$ cat config.mk
export PLATFORM = sky130hd
export DESIGN_NAME = mem_access_stage
export DESIGN_NICKNAME = d
export VERILOG_FILES = /design/src/rtl/mem_stage_pkg.sv /design/src/rtl/mem_lane_align.sv /design/src/rtl/mem_access_stage.sv
export SDC_FILE = /design/constraint.sdc
export NUM_CORES = 1
export LEC_CHECK = 0
export ABC_AREA = 1
export CAP_MARGIN = 30
export CORE_MARGIN = 2
export CORE_UTILIZATION = 30
export DETAILED_ROUTE_END_ITERATION = 8
export SYNTH_ARGS = -nofsm -noshare
export SYNTH_HDL_FRONTEND = slang
export SYNTH_SLANG_ARGS = --single-unit
$ cat constraint.sdc
create_clock -name clk -period 3.9 [get_ports clk]
set_input_delay 0.78 -clock clk [delete_from_list [all_inputs] [get_ports clk]]
set_output_delay 0.78 -clock clk [all_outputs]
set_load 0.01 [all_outputs]
$ cat src/rtl/mem_stage_pkg.sv
// Shared types and helpers for the MEM stage: load/store size encoding,
// FSM state encoding and XLEN-agnostic size/offset mask helpers.
package mem_stage_pkg;

    typedef enum logic [1:0] {
        LS_BYTE   = 2'b00,
        LS_HALF   = 2'b01,
        LS_WORD   = 2'b10,
        LS_DOUBLE = 2'b11
    } ls_type_e;

    typedef enum logic {
        IDLE = 1'b0,
        WAIT = 1'b1
    } state_e;

    // log2 of the access size in bytes, clamped so it never exceeds the lane window
    function automatic logic [1:0] size_log2(input logic [1:0] ls_type, input int ofs);
        if (int'(ls_type) > ofs) return 2'(ofs);
        return ls_type;
    endfunction

    // Byte-lane mask of an access of 2**lg bytes starting at lane 0
    function automatic logic [7:0] size_mask(input logic [1:0] lg);
        case (lg)
            2'd0:    return 8'h01;
            2'd1:    return 8'h03;
            2'd2:    return 8'h0F;
            default: return 8'hFF;
        endcase
    endfunction

    // Address offset bits that lie below the access size
    function automatic logic [2:0] low_mask(input logic [1:0] lg);
        case (lg)
            2'd0:    return 3'd0;
            2'd1:    return 3'd1;
            2'd2:    return 3'd3;
            default: return 3'd7;
        endcase
    endfunction

endpackage

$ cat src/rtl/mem_lane_align.sv
// Combinational byte-lane alignment: store byte enables and replicated
// write data, plus load extraction and sign/zero extension.
// MEM_MISALIGN_TRAP_EN adds the misaligned-access flag output.
module mem_lane_align
    import mem_stage_pkg::*;
#(
    parameter int XLEN = 32,
    localparam int NBYTES = XLEN / 8,
    localparam int OFS = $clog2(NBYTES)
) (
    input  logic [1:0]        ls_type,
    input  logic              load_unsigned,
    input  logic [OFS-1:0]    addr_ofs,
    input  logic [XLEN-1:0]   store_data,
    input  logic [XLEN-1:0]   rdata,
`ifdef MEM_MISALIGN_TRAP_EN
    output logic              misaligned,
`endif
    output logic [NBYTES-1:0] be,
    output logic [XLEN-1:0]   wdata,
    output logic [XLEN-1:0]   load_data
);

    logic [1:0]      lg;
    logic [OFS-1:0]  low;
    logic [OFS-1:0]  eff_ofs;
    logic [XLEN-1:0] shifted;
    logic            fill;
    int              nbits;
    int              lane_mask;

    // Size decode, alignment, store steering and load extension
    always_comb begin
        lg        = size_log2(ls_type, OFS);
        low       = OFS'(low_mask(lg));
        lane_mask = int'(low_mask(lg));
        // Offset bits below the size are dropped: a misaligned access is aligned down
        eff_ofs   = addr_ofs & ~low;
        be        = NBYTES'(size_mask(lg)) << eff_ofs;

        // Each lane receives the store byte at (lane index mod size)
        wdata = '0;
        for (int i = 0; i < NBYTES; i++) begin
            for (int k = 0; k < NBYTES; k++) begin
                if (k == (i & lane_mask)) wdata[8*i +: 8] = store_data[8*k +: 8];
            end
        end

        shifted = rdata >> {eff_ofs, 3'b000};
        nbits   = 8 << lg;
        case (lg)
            2'd0:    fill = ~load_unsigned & shifted[7];
            2'd1:    fill = ~load_unsigned & shifted[15];
            2'd2:    fill = ~load_unsigned & shifted[31];
            default: fill = ~load_unsigned & shifted[XLEN-1];
        endcase
        for (int j = 0; j < XLEN; j++) begin
            load_data[j] = (j < nbits) ? shifted[j] : fill;
        end
    end

`ifdef MEM_MISALIGN_TRAP_EN
    // Any set offset bit below the size means the address is not size-aligned
    always_comb begin
        misaligned = |(addr_ofs & low);
    end
`endif

endmodule

$ cat src/rtl/mem_access_stage.sv
// MEM stage of the pipelined core: accepts the EX/MEM bundle, issues one
// data-memory request at a time over a req/ack port, and registers the
// MEM/WB bundle. Define MEM_MISALIGN_TRAP_EN to trap misaligned accesses
// instead of aligning them down.
//
// Handshake: a bundle transfers on a clock edge where in_valid && in_ready.
// in_ready is high only in IDLE. A memory request holds dmem_req and all
// dmem_* fields stable until the edge on which dmem_ack is sampled high.
// out_valid is a one-cycle pulse per accepted bundle; downstream never stalls.
module mem_access_stage
    import mem_stage_pkg::*;
#(
    parameter int XLEN = 32,
    parameter int REG_COUNT = 32,
    localparam int REG_BITS = $clog2(REG_COUNT),
    localparam int NBYTES = XLEN / 8,
    localparam int OFS = $clog2(NBYTES)
) (
    input  logic                clk,
    input  logic                rst,
    input  logic                in_valid,
    output logic                in_ready,
    input  logic [REG_BITS-1:0] in_rd,
    input  logic                in_write_en,
    input  logic                in_mem_read,
    input  logic                in_mem_write,
    input  logic [1:0]          in_ls_type,
    input  logic                in_load_unsigned,
    input  logic [1:0]          in_wsrc_sel,
    input  logic [XLEN-1:0]     in_alu_out,
    input  logic [XLEN-1:0]     in_store_data,
    input  logic [XLEN-1:0]     in_return_pc,
    output logic                dmem_req,
    output logic                dmem_we,
    output logic [XLEN-1:0]     dmem_addr,
    output logic [NBYTES-1:0]   dmem_be,
    output logic [XLEN-1:0]     dmem_wdata,
    input  logic                dmem_ack,
    input  logic [XLEN-1:0]     dmem_rdata,
    output logic                out_valid,
    output logic                out_write_en,
    output logic [REG_BITS-1:0] out_rd,
    output logic [XLEN-1:0]     out_alu_out,
    output logic [XLEN-1:0]     out_load_data,
    output logic [XLEN-1:0]     out_return_pc,
    output logic [1:0]          out_wsrc_sel,
    output logic                out_exc,
    output state_e              dbg_state
);

    state_e              state;
    logic                cap_we;
    logic [REG_BITS-1:0] cap_rd;
    logic                cap_store;
    logic [1:0]          cap_ls;
    logic                cap_uns;
    logic [1:0]          cap_wsrc;
    logic [XLEN-1:0]     cap_alu;
    logic [XLEN-1:0]     cap_pc;

    logic                is_mem;
    logic [1:0]          sel_ls;
    logic                sel_uns;
    logic [OFS-1:0]      sel_ofs;
    logic [NBYTES-1:0]   lane_be;
    logic [XLEN-1:0]     lane_wdata;
    logic [XLEN-1:0]     lane_load;
`ifdef MEM_MISALIGN_TRAP_EN
    logic                misaligned;
    logic                exc_q;
`endif

    // The aligner sees the incoming bundle in IDLE and the captured one in WAIT
    always_comb begin
        is_mem   = in_mem_read | in_mem_write;
        in_ready = (state == IDLE);
        sel_ls   = (state == IDLE) ? in_ls_type        : cap_ls;
        sel_uns  = (state == IDLE) ? in_load_unsigned  : cap_uns;
        sel_ofs  = (state == IDLE) ? in_alu_out[OFS-1:0] : cap_alu[OFS-1:0];
    end

    assign dbg_state = state;
`ifdef MEM_MISALIGN_TRAP_EN
    assign out_exc = exc_q;
`else
    assign out_exc = 1'b0;
`endif

    mem_lane_align #(.XLEN(XLEN)) u_align (
        .ls_type       (sel_ls),
        .load_unsigned (sel_uns),
        .addr_ofs      (sel_ofs),
        .store_data    (in_store_data),
        .rdata         (dmem_rdata),
`ifdef MEM_MISALIGN_TRAP_EN
        .misaligned    (misaligned),
`endif
        .be            (lane_be),
        .wdata         (lane_wdata),
        .load_data     (lane_load)
    );

    // IDLE/WAIT control with registered memory request and MEM/WB bundle
    always_ff @(posedge clk) begin
        if (rst) begin
            state         <= IDLE;
            cap_we        <= 1'b0;
            cap_rd        <= '0;
            cap_store     <= 1'b0;
            cap_ls        <= 2'b00;
            cap_uns       <= 1'b0;
            cap_wsrc      <= 2'b00;
            cap_alu       <= '0;
            cap_pc        <= '0;
            dmem_req      <= 1'b0;
            dmem_we       <= 1'b0;
            dmem_addr     <= '0;
            dmem_be       <= '0;
            dmem_wdata    <= '0;
            out_valid     <= 1'b0;
            out_write_en  <= 1'b0;
            out_rd        <= '0;
            out_alu_out   <= '0;
            out_load_data <= '0;
            out_return_pc <= '0;
            out_wsrc_sel  <= 2'b00;
`ifdef MEM_MISALIGN_TRAP_EN
            exc_q         <= 1'b0;
`endif
        end else begin
            out_valid <= 1'b0;
            case (state)
                IDLE: begin
                    if (in_valid) begin
                        if (!is_mem) begin
                            out_valid     <= 1'b1;
                            out_write_en  <= in_write_en;
                            out_rd        <= in_rd;
                            out_alu_out   <= in_alu_out;
                            out_load_data <= '0;
                            out_return_pc <= in_return_pc;
                            out_wsrc_sel  <= in_wsrc_sel;
`ifdef MEM_MISALIGN_TRAP_EN
                            exc_q         <= 1'b0;
                        end else if (misaligned) begin
                            // Faulting access never reaches memory and must not write a register
                            out_valid     <= 1'b1;
                            out_write_en  <= 1'b0;
                            out_rd        <= in_rd;
                            out_alu_out   <= in_alu_out;
                            out_load_data <= '0;
                            out_return_pc <= in_return_pc;
                            out_wsrc_sel  <= in_wsrc_sel;
                            exc_q         <= 1'b1;
`endif
                        end else begin
                            cap_we     <= in_write_en;
                            cap_rd     <= in_rd;
                            cap_store  <= in_mem_write;
                            cap_ls     <= in_ls_type;
                            cap_uns    <= in_load_unsigned;
                            cap_wsrc   <= in_wsrc_sel;
                            cap_alu    <= in_alu_out;
                            cap_pc     <= in_return_pc;
                            // Store wins when both read and write are flagged
                            dmem_req   <= 1'b1;
                            dmem_we    <= in_mem_write;
                            dmem_addr  <= {in_alu_out[XLEN-1:OFS], {OFS{1'b0}}};
                            dmem_be    <= lane_be;
                            dmem_wdata <= in_mem_write ? lane_wdata : '0;
                            state      <= WAIT;
                        end
                    end
                end
                WAIT: begin
                    if (dmem_ack) begin
                        dmem_req      <= 1'b0;
                        dmem_we       <= 1'b0;
                        out_valid     <= 1'b1;
                        out_write_en  <= cap_we;
                        out_rd        <= cap_rd;
                        out_alu_out   <= cap_alu;
                        out_load_data <= cap_store ? '0 : lane_load;
                        out_return_pc <= cap_pc;
                        out_wsrc_sel  <= cap_wsrc;
`ifdef MEM_MISALIGN_TRAP_EN
                        exc_q         <= 1'b0;
`endif
                        state         <= IDLE;
                    end
                end
                default: state <= IDLE;
            endcase
        end
    end

endmodule

# Word level (Yosys, flattened, before mapping)
# Index checks and enable logic that the tools add are counted.
dict set report word_totals {
  register_bits 250
  wordCells 171
}
dict set report op_classes {
  n_mux 90
  n_bitwise 8
  shift 3
  n_reduce_logical 7
  eq_ne 9
  n_lt_le_gt_ge 33
}
# op n
set op_table {}
lappend op_table {{$lt A6 B32 Y1 const A} 16}
lappend op_table {{$mux W32} 11}
lappend op_table {{$lt A5 B32 Y1 const A} 8}
lappend op_table {{$pmux W32 S2} 3}
lappend op_table {{$lt A4 B32 Y1 const A} 4}
lappend op_table {{$logic_not A32 Y1} 3}
lappend op_table {{$lt A3 B32 Y1 const A} 2}
lappend op_table {{$mux W8} 8}
lappend op_table {{$mux W1} 48}
lappend op_table {{$lt A1 B32 Y1 const A} 1}
lappend op_table {{$lt A2 B32 Y1 const A} 1}
lappend op_table {{$shl A4 B2 Y32 const A} 1}
lappend op_table {{$shr A32 B5 Y32} 1}
lappend op_table {{$mux W5} 3}
lappend op_table {{$mux W2} 7}
lappend op_table {{$pmux W1 S2} 6}
lappend op_table {{$pmux W4 S3} 1}
lappend op_table {{$pmux W5 S2} 1}
lappend op_table {{$reduce_and A3 Y1} 3}
lappend op_table {{$ne A2 B2 Y1 const B} 3}
lappend op_table {{$pmux W2 S3} 1}
lappend op_table {{$eq A2 B2 Y1 const A} 2}
lappend op_table {{$pmux W2 S2} 1}
lappend op_table {{$shl A4 B2 Y4} 1}
lappend op_table {{other kinds (11)} 14}

# Depth between registers and ports, before layout
# Gate-level depths: netlist of run 1.
dict set report depth {
  depth_word 15
  mapped_depth 13
  mapped_depth_nobuf 12
}

# By module
# From an unflattened synthesis of run 1, not the netlist that was laid out.
dict set report unflattened {
  hier_cells 1651
  area_unflattened_um2 10829.1
}
# mod cells_each n_inst seq_area_each_um2 area_each_um2
set modules_own_cells {}
lappend modules_own_cells {mem_access_stage 1410 1 4404.2 9654.3}
lappend modules_own_cells {mem_lane_align 241 1 0.0 1174.9}

# Least setup slack after synthesis of run 1
# No wires, ideal clock.
dict set report synth_timing {
  path_kind {in2reg}
  from {in in_ls_type[1]}
  to {reg out_load_data[24]}
  slack_ns 1.856
  setup_time_ns 0.132
  path_stages 13
  t_arrival_ns 1.912
  path_buffers 1
  path_cell_list {inv_1 -> nand2_2 -> nand2_4 -> inv_4 -> nor2_4 -> inv_2 -> nand3_1 -> nand3_1 -> nand3_2 -> nand2_2 -> buf_6 -> nand2_1 -> a21oi_1}
}
dict set report synth_between {
  elab_chain_cells 15
  elab_cells_between_ends 21
  classes_between {2 x order compare; 2 x eq/ne; 2 x shift; 9 x mux; 5 x bitwise; 1 x reduce/logical}
}
# item line_no
set synth_rtl {}
lappend synth_rtl {{start, declared} mem_access_stage.sv:27} ;# input logic [1:0] in_ls_type,
lappend synth_rtl {{$mux W2 (*)} mem_access_stage.sv:77} ;# sel_ls = (state == IDLE) ? in_ls_type : cap_ls;
lappend synth_rtl {{$gt A2 B2 Y1} mem_stage_pkg.sv:19} ;# if (int'(ls_type) > ofs) return 2'(ofs);
lappend synth_rtl {{$mux W1} mem_stage_pkg.sv:19}
lappend synth_rtl {{$mux W2 (*)} mem_stage_pkg.sv:20} ;# return ls_type;
lappend synth_rtl {{$eq A2 B2 Y1, or another cell as far along} {mem_stage_pkg.sv:35, mem_lane_align.sv:51}}
lappend synth_rtl {{$pmux W2 S3} mem_stage_pkg.sv:35} ;# case (lg)
lappend synth_rtl {{$not A2 Y2} mem_lane_align.sv:38} ;# eff_ofs = addr_ofs & ~low;
lappend synth_rtl {{$and A2 B2 Y2} mem_lane_align.sv:38}
lappend synth_rtl {{$shr A32 B5 Y32} mem_lane_align.sv:49} ;# shifted = rdata >> {eff_ofs, 3'b000};
lappend synth_rtl {{$and A1 B1 Y1 (on tied branches)} --}
lappend synth_rtl {{$pmux W1 S2} mem_lane_align.sv:51} ;# case (lg)
lappend synth_rtl {{$mux W1 (*)} mem_lane_align.sv:58} ;# load_data[j] = (j < nbits) ? shifted[j] : fill;
lappend synth_rtl {{$mux W32 (*)} mem_access_stage.sv:183} ;# out_load_data <= cap_store ? '0 : lane_load;
lappend synth_rtl {{$mux W32 (*)} mem_access_stage.sv:176} ;# if (dmem_ack) begin
lappend synth_rtl {{$pmux W32 S2 (*)} mem_access_stage.sv:132} ;# case (state)
lappend synth_rtl {{end signal, assigned} mem_access_stage.sv:183}
lappend synth_rtl {{end, declared} mem_access_stage.sv:44} ;# output logic [XLEN-1:0] out_load_data,
# Every way passes the cells marked *; elsewhere a longest branch is shown, timed or not. The select of a mux whose other input is x is not followed.
# A chain may end at the register's enable or synchronous reset.

# Final worst setup path of run 1
dict set report layout_timing {
  from {reg state (netlist: dbg_state)}
  to {reg out_load_data[30]}
}
dict set report layout_between {
  elab_chain_cells 15
  elab_cells_between_ends 29
  classes_between {2 x order compare; 5 x eq/ne; 2 x shift; 11 x mux; 7 x bitwise; 2 x reduce/logical}
}
# item line_no
set layout_rtl {}
lappend layout_rtl {{start, declared} mem_access_stage.sv:51} ;# state_e state;
lappend layout_rtl {{start signal, assigned} mem_access_stage.sv:106} ;# state <= IDLE;
lappend layout_rtl {{start signal, assigned} mem_access_stage.sv:171} ;# state <= WAIT;
lappend layout_rtl {{start signal, assigned} mem_access_stage.sv:189} ;# state <= IDLE;
lappend layout_rtl {{$mux W2} mem_access_stage.sv:77}
lappend layout_rtl {{$gt A2 B2 Y1} mem_stage_pkg.sv:19}
lappend layout_rtl {{$mux W1} mem_stage_pkg.sv:19}
lappend layout_rtl {{$mux W2} mem_stage_pkg.sv:20}
lappend layout_rtl {{$eq A2 B2 Y1, or another cell as far along} {mem_stage_pkg.sv:35, mem_lane_align.sv:51}}
lappend layout_rtl {{$pmux W2 S3} mem_stage_pkg.sv:35}
lappend layout_rtl {{$not A2 Y2} mem_lane_align.sv:38}
lappend layout_rtl {{$and A2 B2 Y2} mem_lane_align.sv:38}
lappend layout_rtl {{$shr A32 B5 Y32} mem_lane_align.sv:49}
lappend layout_rtl {{$and A1 B1 Y1 (on tied branches)} --}
lappend layout_rtl {{$pmux W1 S2} mem_lane_align.sv:51}
lappend layout_rtl {{$mux W1} mem_lane_align.sv:58}
lappend layout_rtl {{$mux W32} mem_access_stage.sv:183}
lappend layout_rtl {{$mux W32} mem_access_stage.sv:176}
lappend layout_rtl {{$pmux W32 S2} mem_access_stage.sv:132}
# Parallel ways exist; a longest one is shown, timed or not. The select of a mux whose other input is x is not followed.

==> out/qor.yml, run 1 <==
synth:
  synth_cell_types: 33
  ys_top_cells_by_area: "dfxtp_1 47%, a211oi_1 10%, nor2_1 9.0%"
  synthCells: 1266
  synth_largest_area_cell: "dfxtp_1"
  yosysTopAreaCellShare_pct: 46.5
  yosysWarnings: 0
  ys_ff_latch: 220
  synth-seq-area-share_pct: 46.5
  syn_avg_cell_area_um2: 7.47
  syn_area_um2: 9460
timing:
  finalWorstSetupSlack_ns: 0.871
  final-setup-viol-count: 0
  slew_headroom_pct: 35.3
  rsz0062_at_grt: "no"
  tightest_slew_ns: 0.970
  slew_violations: 0
  finalHoldViolations: 0
  fin_crit_sh_pct: 77.7
  period_minus_slack_ns: 3.03
  clock.fmax_mhz: 330
  worst_clock_skew_ns: 0.0116
  finalSetupTns_ns: 0
routing:
  drc: 0
  first_pass_iters: 4
  avgRoutedWirePerCell_um: 16.2
  drt_iter0_drc: 513
  finalWirelength_mm: 31.2
  vias: 9226
  drtAntennaViolNets: 0
  via_per_inst: 4.80
clock_tree:
  cts_root_buffer: "clkbuf_16"
  worstSkewPairLatency_ns: 0.54
  cts-buffers-inserted: 27
  postCtsSetupBuffers: 0
  post_cts_resized: 0
  htreeDepth: 1
  cts_sinks: 220
  cts_hold_buffers: 0
  clk_pin_slew_ns: 0.06
  cts_tree: "built"
  cts_max_path_buffers: 3
place:
  place.port_buffers: 319
  placed_cell_area_um2: 12700
  dp_slack_ns: 0.400
  dpl.hpwl_mm: 20.9
  gp_congestion: 0.896
die:
  pin_count: 323
  num_rows: 65
  die_area_um2: 33000
  die_h_um: 182
  initial_utilization_pct: 30.2
  die_w_um: 182
  core_area_um2: 31300
layout:
  final_common_cell: "clkdlybuf4s50_1"
  fin_area_um2: 13700
  fin_util_pct: 43.7
  syn2layout_area_growth_pct: 44.6
  layout_common_cells: "318 x clkdlybuf4s50_1, 226 x nor2_1, 219 x dfxtp_1, 186 x nand2_1, 157 x a21oi_1"
  filler_cell_count: 3138
  drive_gt1_share_pct: 5.27
  nets: 1643
pwr:
  fin_total_pwr_uw: 6450
  p_per_area_nw_per_um2: 471
  vdd_drop_max_v: 0.000356
  p_leak_uw: 0.00527
status:
  status: "finished clean"
worst_setup_path:
  worst_setup_path_start_kind: "register"
  cp_top_family: "simple AND/OR/NAND/NOR gates"
  crit_buf_inv: 0
  r2r_start: "dbg_state"
  required_ns: 4.36
  critPathCaptureType: "register"
  worstSetupPathType: "register to register"
  cp_slowest_stage_delay_ns: 0.67
  worst_path_most_repeated_cell: "nand2_1"
  critical_path.cell_chain: "nand2_1 > nand2_4 > nand3_2 > nand2_1 > nand3_1 > nand3_1 > nand3_2 > nand2_2 > nand2_1 > a21oi_1"
  crit_path_max_fanout: 43
  crit_path_top_delay_cell: "dfxtp_4"
  startpoint: "dbg_state"
  cp_data_arrival_time_ns: 3.49
global_route:
  antenna_found_initial: 2
  groute.usage.overall_pct: 18.4
  grt_pass1_wl_mm: 49.4
  grt_remaining_overflow: 0
  grt_pass1_vias: 8903
  grt_max_degree: 145
flow_run:
  drv_cap: 0
min_path:
  worstHoldStart: "cap_we"
  min_path_type: "register to register"
==> worst register-to-register path, cell delays in order, from the launching register on <==
cell	delay, ns
dfxtp_4	0.67
nand2_1	0.18
nand2_4	0.36
nand3_2	0.64
nand2_1	0.26
nand3_1	0.12
nand3_1	0.13
nand3_2	0.09
nand2_2	0.26
nand2_1	0.09
a21oi_1	0.15
==> layout make-up <==
class                   instances  area, um^2  area share (%)
repair buffers                329        3330            24.3
clock inverters                12         199            1.45
flip-flops and latches        220        4410            32.2
diodes                          1        2.50          0.0183
clock buffers                  38         807            5.90
inverters                     105         399            2.92
multi-input cells             815        4040            29.5
well taps                     402         503            3.68
==> flip-flops by register name, summed over array words and instances (netlist names) <==
register / flops
cap_ls: 2
dmem_be: 4
cap_alu: 32
cap_uns: 1
dbg_state: 1
dmem_req: 1
out_wsrc_sel: 2
cap_we: 1
dmem_wdata: 32
out_write_en: 1
out_rd: 5
out_return_pc: 32
cap_store: 1
out_load_data: 32
cap_pc: 32
cap_rd: 5
out_valid: 1
dmem_we: 1
out_alu_out: 32
cap_wsrc: 2
==> stage by stage <==
| step | cells | hold slack [ns] |
|---|---|---|
| 2_1_floorplan | 1268 | 0.439 |
| 3_3_place_gp | 1870 | 0.448 |
| 3_5_place_dp | 1870 | 0.453 |
| 4_1_cts | 1920 | 0.462 |
| 5_1_grt | 1921 | 0.482 |
| 6_report | 1922 | 0.460 |
==> layer usage <==
metal  GRT usage, %  wire, um
met1           23.5     13900
met2           30.5     14000
met3           5.01      2450
met4           5.53       869
met5              0        11
==> report_power, final <==
group / switching, uW / internal (uW) / leakage [uW]
registers: 103 / 2420 / 0.00181
clock network: 1020 / 1770 / 0.000501
logic: 601 / 542 / 0.00296
total: 1720 / 4730 / 0.00527
==> logic make-up (layout without fill, tap and decap cells) <==
family / count (synthesis) / after routing / synth area share (%)
and+or+nand+nor: 445 / 445 / 18.5
AOI/OAI and AO/OA: 367 / 367 / 23.9
buffers and inverters: 233 / 484 / 11.0
DFF: 220 / 220 / 46.5
other: 1 / 4 / 0.0396
==> path summary, 6_finish.rpt <==
| check | cells after the start | slack (ns) | to |
|---|---|---|---|
| max reg2reg | 10 | 0.87 | out_load_data[30] |
| min reg2reg | 2 | 0.46 | cap_we |
| max | 10 | 0.87 | out_load_data[30] |
| min | 2 | 0.46 | cap_we |
==> synthesized netlist by cell type, drive strengths merged <==
cell,count
nand3,14
nand2,191
buf,51
or2,9
a31oi,7
clkbuf,77
a22oi,2
a311oi,9
nor2,229
conb,1
nand4,2
a21oi,158
dfxtp,220
o22ai,4
o211ai,7
o21ai,43
a21o,1
inv,105
o221ai,8
a211oi,128
Note: power is estimated with default switching activity, not from simulation.
==> run 2, diff against run 1 <==
Clock period 3.9 ns to 2.5 ns, I/O delays scaled along.
==> run 2 against run 1 <==
  * Non-clock buffer count increased by 20
  * Design area increased by 0.57%
  * Worst setup slack got worse by 0.76 ns
  * Clock skew decreased by 0.0022 ns
  * Combinational power increased by 61%
==> out/qor.yml, run 2 (same netlist as run 1, synthesis figures left out) <==
status:
  status: "finished clean"  # unchanged
clock_tree:
  worstSkewPairLatency_ns: 0.53  # was 0.54 ns
  cts_root_buffer: "clkbuf_16"  # unchanged
  clk_pin_slew_ns: 0.06  # about the same
  htreeDepth: 1  # unchanged
  cts_max_path_buffers: 3  # unchanged
  cts-buffers-inserted: 26  # was 27
  post_cts_resized: 0  # unchanged
  cts_tree: "built"  # unchanged
  cts_sinks: 220  # unchanged
  cts_hold_buffers: 0  # unchanged
  postCtsSetupBuffers: 0  # unchanged
layout:
  multi_input_area_um2: 4040  # unchanged
  layout_common_cells: "318 x clkdlybuf4s50_1, 226 x nor2_1, 219 x dfxtp_1, 186 x nand2_1, 157 x a21oi_1"  # unchanged
  nets: 1662  # was 1643
  final_common_cell: "clkdlybuf4s50_1"  # unchanged
  filler_cell_count: 3102  # was 3138
  drive_gt1_share_pct: 6.13  # was 5.27%
  register_area_um2: 4410  # unchanged
  syn2layout_area_growth_pct: 45.5  # was 44.6%
  fin_area_um2: 13800  # was 13700 um^2
die:
  die_area_um2: 33000  # unchanged
  core_area_um2: 31300  # unchanged
  pin_count: 323  # unchanged
  initial_utilization_pct: 30.2  # unchanged
  die_w_um: 182  # unchanged
  die_h_um: 182  # unchanged
  num_rows: 65  # unchanged
global_route:
  grt_use_met1_pct: 23.4  # was 23.5%
  grt_remaining_overflow: 0  # unchanged
  grt_pass1_vias: 8829  # was 8903
  met3_usage_pct: 5.05  # was 5.01%
  met2_usage_pct: 30.0  # was 30.5%
  groute.usage.overall_pct: 18.1  # was 18.4%
  antenna_found_initial: 2  # unchanged
  grt_max_degree: 87  # was 145
  globalRoute.busiestLayer: "met2"  # unchanged
  grt_pass1_wl_mm: 48.5  # was 49.4 mm
pwr:
  p_per_area_nw_per_um2: 706  # was 471 nW/um^2
  vdd_drop_max_v: 0.000577  # was 0.000356 V
  p_leak_uw: 0.00531  # was 0.00527 uW
routing:
  avgRoutedWirePerCell_um: 16.0  # was 16.2 um
  vias: 9244  # was 9226
  drtAntennaViolNets: 0  # unchanged
  drc: 0  # unchanged
  via_per_inst: 4.77  # was 4.80
  drt_iter0_drc: 387  # was 513
  finalWirelength_mm: 31.0  # was 31.2 mm
  first_pass_iters: 5  # was 4
min_path:
  min_path_type: "input port to register"  # was register to register
worst_setup_path:
  cp_slowest_stage_delay_ns: 0.55  # was 0.67 ns
  crit_path_top_delay_cell: "clkdlybuf4s50_1"  # was dfxtp_4
  critical_path.cell_chain: "inv_2 > buf_4 > clkdlybuf4s50_1"  # was nand2_1 > nand2_4 > nand3_2 > nand2_1 > nand3_1 > nand3_1 > nand3_2 > nand2_2 > nand2_1 > a21oi_1
  worst_setup_path_start_kind: "register"  # unchanged
  cp_data_arrival_time_ns: 1.89  # was 3.49 ns
  worstSetupPathType: "register to output port"  # was register to register
  crit_path_max_fanout: 12  # was 43
  required_ns: 2.00  # was 4.36 ns
  critPathCaptureType: "output port"  # was register
timing:
  finalHoldViolations: 0  # unchanged
  finalSetupTns_ns: 0  # unchanged
  clock.fmax_mhz: 419
  fin_crit_sh_pct: 95.5
  slew_headroom_pct: 42.8  # was 35.3%
  rsz0062_at_grt: "no"  # unchanged
  slew_violations: 0  # unchanged
  period_minus_slack_ns: 2.39
  tightest_slew_ns: 0.858  # was 0.970 ns
  final-setup-viol-count: 0  # unchanged
  worst_clock_skew_ns: 0.00945  # was 0.0116 ns
place:
  dpl.hpwl_mm: 21.8  # was 20.9 mm
  place.port_buffers: 319  # unchanged
  placed_cell_area_um2: 12900  # was 12700 um^2
  gp_congestion: 0.896  # about the same
flow_run:
  drv_cap: 0  # unchanged
[run 2: cell count changes in the layout (fill, tap and decap cells not counted), sizes merged]
cell,change
buf,+20
clkinv,-3
clkinvlp,+2
bufinv,-2
clkbuf,-3
[run 2: stage by stage]
stage	utilization, %	power [uW]	setup WS [ns]	std cells	hold WS (ns)
after floorplan	-	4950	0.723	1268	0.439
after global placement	41.1	5830	0.0716	1891	0.447
after detailed placement	41.1	5850	0.00651	1891	0.452
after CTS	43.9	9860	0.0753	1935	0.418
after global routing	43.9	10200	0.0532	1935	0.447
final	44.0	9710	0.113	1936	0.435
[run 2: path summary, 6_finish.rpt]
path              from           endpoint  slack, ns  cells past startpoint
max          dbg_state           in_ready       0.11                      3
min                rst          dbg_state       0.43                      2
max reg2reg  dbg_state  out_load_data[20]       0.47                     12
min reg2reg  cap_rd[4]          cap_rd[4]       0.46                      2
[run 2: final cells by class]
type                    count  share of cell area (%)
diodes                      1                  0.0182
clock buffers              35                    5.48
clock inverters             9                    1.03
inverters                 105                    2.90
multi-input cells         815                    29.3
flip-flops and latches    220                    32.0
well taps                 402                    3.65
repair buffers            349                    25.6
[run 2: critical path, delay by kind of cell, from the launching register on]
kind     cells  cell delay, ns
buf+inv      3            0.94
flops        1            0.41
[run 2: layer usage]
layer  up-vias  part of all wire, %
li1       4717                    -
met1      4171                   44
met2       313                   46
met3        41                  8.3
met4         2                  1.9
met5         -                0.042
[run 2: where the power goes]
| group | total [uW] | switching [uW] | internal (uW) | leakage (uW) |
|---|---|---|---|---|
| combinational | 1840 | 956 | 885 | 0.00307 |
| sequential | 3920 | 149 | 3770 | 0.00181 |
| clock | 3950 | 1530 | 2420 | 0.000436 |
| total | 9710 | 2640 | 7070 | 0.00531 |
